**src/rtl/ahb_lite_master.sv**
```systemverilog
// rtl/ahb_lite_master.sv - zero-wait AHB-Lite initiator: valid/ready commands in, pipelined NONSEQ transfers out
// One command per cycle; responses return in order two cycles after acceptance.
module ahb_lite_master #(
   parameter int ADDR_WIDTH = 4,
   parameter int DATA_WIDTH = 2
) (
   input  logic                      clk,
   input  logic                      n_rst,
   input  logic                      cmd_valid,
   output logic                      cmd_ready,
   input  logic                      cmd_write,
   input  logic                      cmd_size,
   input  logic [ADDR_WIDTH-1:0]     cmd_addr,
   input  logic [DATA_WIDTH*8-1:0]   cmd_wdata,
   output logic                      rsp_valid,
   output logic                      rsp_write,
   output logic [DATA_WIDTH*8-1:0]   rsp_rdata,
   output logic                      rsp_error,
   output logic                      hsel,
   output logic [1:0]                htrans,
   output logic [ADDR_WIDTH-1:0]     haddr,
   output logic [2:0]                hsize,
   output logic                      hwrite,
   output logic [DATA_WIDTH*8-1:0]   hwdata,
   input  logic [DATA_WIDTH*8-1:0]   hrdata,
   input  logic                      hresp
);

   localparam int DB = DATA_WIDTH * 8;
   localparam logic [1:0] HT_IDLE   = 2'b00;
   localparam logic [1:0] HT_NONSEQ = 2'b10;

   typedef enum logic {RUN, ERR_STALL} state_t;

   state_t state, state_next;
   logic   ready_en;

   logic          cmd_fire, cmd_mis, cmd_issue;
   logic [DB-1:0] cmd_lane_wdata;

   // Address-phase stage: a_valid also covers misaligned commands that never reach the bus.
   logic          a_valid, a_mis, a_write;
   logic [DB-1:0] a_wdata;

   // Data-phase stage.
   logic          d_valid, d_mis, d_write, d_size, d_lane;
   logic          d_bus, err_sample;
   logic [DB-1:0] rd_lane;

   assign cmd_fire  = cmd_valid & cmd_ready;
   assign cmd_mis   = cmd_size & cmd_addr[0];
   assign cmd_issue = cmd_fire & ~cmd_mis;

   always_comb begin
      cmd_lane_wdata = cmd_wdata;
      if (!cmd_size)
         cmd_lane_wdata = cmd_addr[0] ? {cmd_wdata[7:0], 8'h00} : {8'h00, cmd_wdata[7:0]};
   end

   assign d_bus      = d_valid & ~d_mis;
   assign err_sample = d_bus & hresp;

   always_comb begin
      rd_lane = hrdata;
      if (!d_size)
         rd_lane = d_lane ? {8'h00, hrdata[15:8]} : {8'h00, hrdata[7:0]};
   end

   always_comb begin
      state_next = state;
      cmd_ready  = 1'b0;
      case (state)
         RUN: begin
            cmd_ready = ready_en;
            if (err_sample)
               state_next = ERR_STALL;
         end
         ERR_STALL: state_next = RUN;
         default:   state_next = RUN;
      endcase
   end

   always_ff @(posedge clk) begin
      if (!n_rst) begin
         state     <= RUN;
         ready_en  <= 1'b0;
         a_valid   <= 1'b0;
         a_mis     <= 1'b0;
         a_write   <= 1'b0;
         a_wdata   <= '0;
         d_valid   <= 1'b0;
         d_mis     <= 1'b0;
         d_write   <= 1'b0;
         d_size    <= 1'b0;
         d_lane    <= 1'b0;
         hsel      <= 1'b0;
         htrans    <= HT_IDLE;
         haddr     <= '0;
         hsize     <= 3'b000;
         hwrite    <= 1'b0;
         hwdata    <= '0;
         rsp_valid <= 1'b0;
         rsp_write <= 1'b0;
         rsp_error <= 1'b0;
         rsp_rdata <= '0;
      end else begin
         state    <= state_next;
         ready_en <= 1'b1;

         a_valid <= cmd_fire;
         a_mis   <= cmd_fire & cmd_mis;
         a_write <= cmd_fire & cmd_write;
         a_wdata <= cmd_lane_wdata;
         hsel    <= cmd_issue;
         htrans  <= cmd_issue ? HT_NONSEQ : HT_IDLE;
         haddr   <= cmd_issue ? cmd_addr : '0;
         hsize   <= cmd_issue ? {2'b00, cmd_size} : 3'b000;
         hwrite  <= cmd_issue & cmd_write;

         d_valid <= a_valid;
         d_mis   <= a_mis;
         d_write <= a_write;
         d_size  <= haddr_size_bit(hsize);
         d_lane  <= haddr[0];
         hwdata  <= (a_valid & ~a_mis & a_write) ? a_wdata : '0;

         // Bus inputs only count while a real data phase is active.
         rsp_valid <= d_valid;
         rsp_write <= d_write;
         rsp_error <= d_mis | err_sample;
         rsp_rdata <= (d_bus & ~d_write & ~hresp) ? rd_lane : '0;
      end
   end

   function automatic logic haddr_size_bit(input logic [2:0] sz);
      return sz[0];
   endfunction

endmodule

```
**config.mk**
```make
export PLATFORM = sky130hd
export DESIGN_NAME = ahb_lite_master
export DESIGN_NICKNAME = d
export VERILOG_FILES = /design/src/rtl/ahb_lite_master.sv
export SDC_FILE = /design/constraint.sdc
export NUM_CORES = 1
export LEC_CHECK = 0
export ABC_AREA = 1
export ABC_CLOCK_PERIOD_IN_PS = 1200
export BUFFER_PORTS_ARGS = -buffer_cell sky130_fd_sc_hd__buf_4
export CORE_MARGIN = 8
export CORE_UTILIZATION = 47
export DETAILED_ROUTE_END_ITERATION = 8
export PLACE_DENSITY = 0.78
export SLEW_MARGIN = 20
export SYNTH_ARGS = -nofsm -noshare
export SYNTH_HDL_FRONTEND = slang
export SYNTH_SLANG_ARGS = --single-unit
```
**constraint.sdc**
```tcl
create_clock -name clk -period 1.2 [get_ports clk]
set_input_delay 0.24 -clock clk [delete_from_list [all_inputs] [get_ports clk]]
set_output_delay 0.24 -clock clk [all_outputs]
set_load 0.02 [all_outputs]
```
==> results.md <==
- Skew-Pair Late Insertion Delay: 0.33 ns
- CTS Buf Count: 9
- Yosys warns: 0
- # diodes: 0
- Final TNS setup: 0 ns
- Hold Crit Class: in2reg
- Routed vias/inst: 4.35
- Yosys cell types: 20
- Drt drc: 0
- Pwr per Cell Area: around 1400 mW/mm^2
- R2r startpoint: d_lane
- # IOs: 89
- WP data arrival: 0.91 ns
- Final net count: approximately 380
- Initial Utilization: 0.475
- Layout area overhead: 38.1%
- Syn avg cell area: 8.80 sq um
- Layout cells sized above 1: 0.336
- Multi-input gate area: 579 sq um
- Clock transition at the registers of the reported paths: approximately 0.070 ns
- Design area: 0.00304 sq mm
- CP max FO: 2
- Hold path startpoint: cmd_wdata[14]
- Register area share after synthesis: 0.619
- Crit path from: state
- Synth Instances: 250
- Fillers: 386
- Clock Path Buffers: 2
- Largest net degree at the start of global routing: 21
- Die area: 0.00713 sq mm
- Vias in the first global route: between 1.5k and 2k
- Crit path capture type: output pin
- Crit start category: register
- Post-layout min period: around 1.1 ns
- FMAX: 873 MHz
- Initial DRC count: 112
- All-Layer GR Usage: 0.144
- H-Tree Level Count: 3
- CTS root buf: clkbuf_8
- Drt wl/cell: 12.3 microns
- CTS Hold Bufs: 0
- Static leakage: between 0.0015 and 0.002 uW
- Die Y: 84.4 microns
- GPL Wtd Cong: 0.750
- Detail Route Antenna Nets: 0
- Clk sink count: 68
- Register-to-Register Path Depth: 5
- Layout Cells excl Fill: roughly 400
- Hpwl dp: 3780 microns
- GR Overflow Total: 0
- Clock skew: 0.00739 ns
- Status: complete, no violations
- Initial antenna violation count: 0
- DIE WIDTH: 84.4 microns
- Area after DPL: 0.00284 sq mm
- First-pass GRT wire length: 8110 microns
- Placed cells: 382
- Hold Vio Cnt, Final: 0
- Total core area: 0.00463 sq mm
- Overall via count from detail_route: 1736
- Final setup violation count: 0
- Final period util: 0.955
- CP Class: reg2out
- Critical Path RT: between 0.9 and 1 ns
- Register area: 0.00136 sq mm
- CTS tree: yes
- DRT Pass-1 Iters: 4
- Max-cap viol count: 0
- Total Power Consumption: about 4400 uW
- Rows: 25
- Post-Route WL: around 4900 microns
- IO Port Bufs: 85
- RSZ-0062 raised after global routing: false
- Mapped cell area: 0.00220 sq mm
- Hold Path Stages: 3
- Worst vdd ir: roughly 830 uV
- Flops & latches, synth: 68
- Final Max Tran Viols: 0
==> metrics by stage <==
step	utilization	setup slack (ns)	hold slack, ns
floorplan	-	0.251	0.268
global placement	0.613	0.223	0.397
detailed placement	0.613	0.149	0.400
CTS	0.656	0.00734	0.114
global route	0.656	0.00761	0.121
finish	0.656	0.0541	0.130
==> flip-flops by register name (all words and copies together), names as in the netlist, 4 cells and up <==
signal	count
rsp_rdata	16
haddr	4
a_wdata	16
hwdata	16
==> worst max-delay path, cell delays in order, from the launching register on <==
cell	delay (ns)
dfxtp_1	0.33
nor2_4	0.12
buf_6	0.12
==> timing repair <==
| item | CTS | global route |
|---|---|---|
| buffers inserted | 1 | 0 |
| pin swaps | 1 | 1 |
| resized for setup | 4 | 0 |
| endpoints found under the setup margin | 1 | 1 |
==> per-layer routing <==
metal | wire length (microns) | track usage | vias up
met5 | 0 | 0 | -
met4 | 122 | 0.0890 | 0
met3 | 295 | 0.0488 | 12
met2 | 2480 | 0.251 | 54
met1 | 2010 | 0.145 | 759
li1 | - | - | 911
==> cell families after synthesis <==
group,synth area share
AOI/OAI and AO/OA,0.0205
buffers and inverters,0.123
DFF,0.619
other,0.00170
and+or+nand+nor,0.235
==> power by group <==
part           leakage [uW]  total, uW  internal [uW]  switching, uW
Clock             0.0000931       1750            950            795
Sequential         0.000553       2320           2300           15.5
Combinational      0.000969        302            146            155
==> layout by cell type, fill, tap and decap left out, types with 3 or more instances in the layout <==
cell type / Yosys / final
buf_4: 6 / 86
clkbuf_8: 0 / 9
clkinv_2: 0 / 3
conb_1: 1 / 3
dfxtp_1: 68 / 67
inv_1: 47 / 46
inv_2: 3 / 4
nand2_1: 34 / 34
nand3_1: 17 / 17
nor2_1: 46 / 46
nor3_1: 5 / 5
o21ai_0: 5 / 5
o21ai_1: 3 / 3
==> Yosys cell counts <==
| library cell | count | area, sq um |
|---|---|---|
| buf_6 | 3 | 33.8 |
| nand2_4 | 1 | 11.3 |
| nor2_2 | 2 | 12.5 |
| conb_1 | 1 | 3.75 |
| nand3b_4 | 2 | 40.0 |
| buf_2 | 1 | 5.00 |
| nor2_4 | 1 | 11.3 |
| nand3_1 | 17 | 85.1 |
| nor2_1 | 46 | 173 |
| nand3_2 | 2 | 20.0 |
| inv_1 | 47 | 176 |
| buf_4 | 6 | 45.0 |
| nand2_2 | 2 | 12.5 |
| a21oi_1 | 1 | 5.00 |
| dfxtp_1 | 68 | 1360 |
| nor3_1 | 5 | 25.0 |
| nand2_1 | 34 | 128 |
| inv_2 | 3 | 11.3 |
| o21ai_1 | 3 | 15.0 |
| o21ai_0 | 5 | 25.0 |
==> cell type report <==
| class | instances | area share |
|---|---|---|
| Inverter | 50 | 0.0618 |
| Sequential cell | 68 | 0.449 |
| Multi-Input combinational cell | 124 | 0.191 |
| Tap cell | 54 | 0.0222 |
| Timing Repair Buffer | 87 | 0.216 |
| Clock buffer | 11 | 0.0432 |
| Clock inverter | 5 | 0.0173 |
==> path summary, 6_finish.rpt <==
kind | to | slack (ns)
max | cmd_ready | 0.05
min | a_wdata[14] | 0.13
max reg2reg | rsp_rdata[0] | 0.20
min reg2reg | hwdata[4] | 0.41
Power figures use the tool's default switching activity.
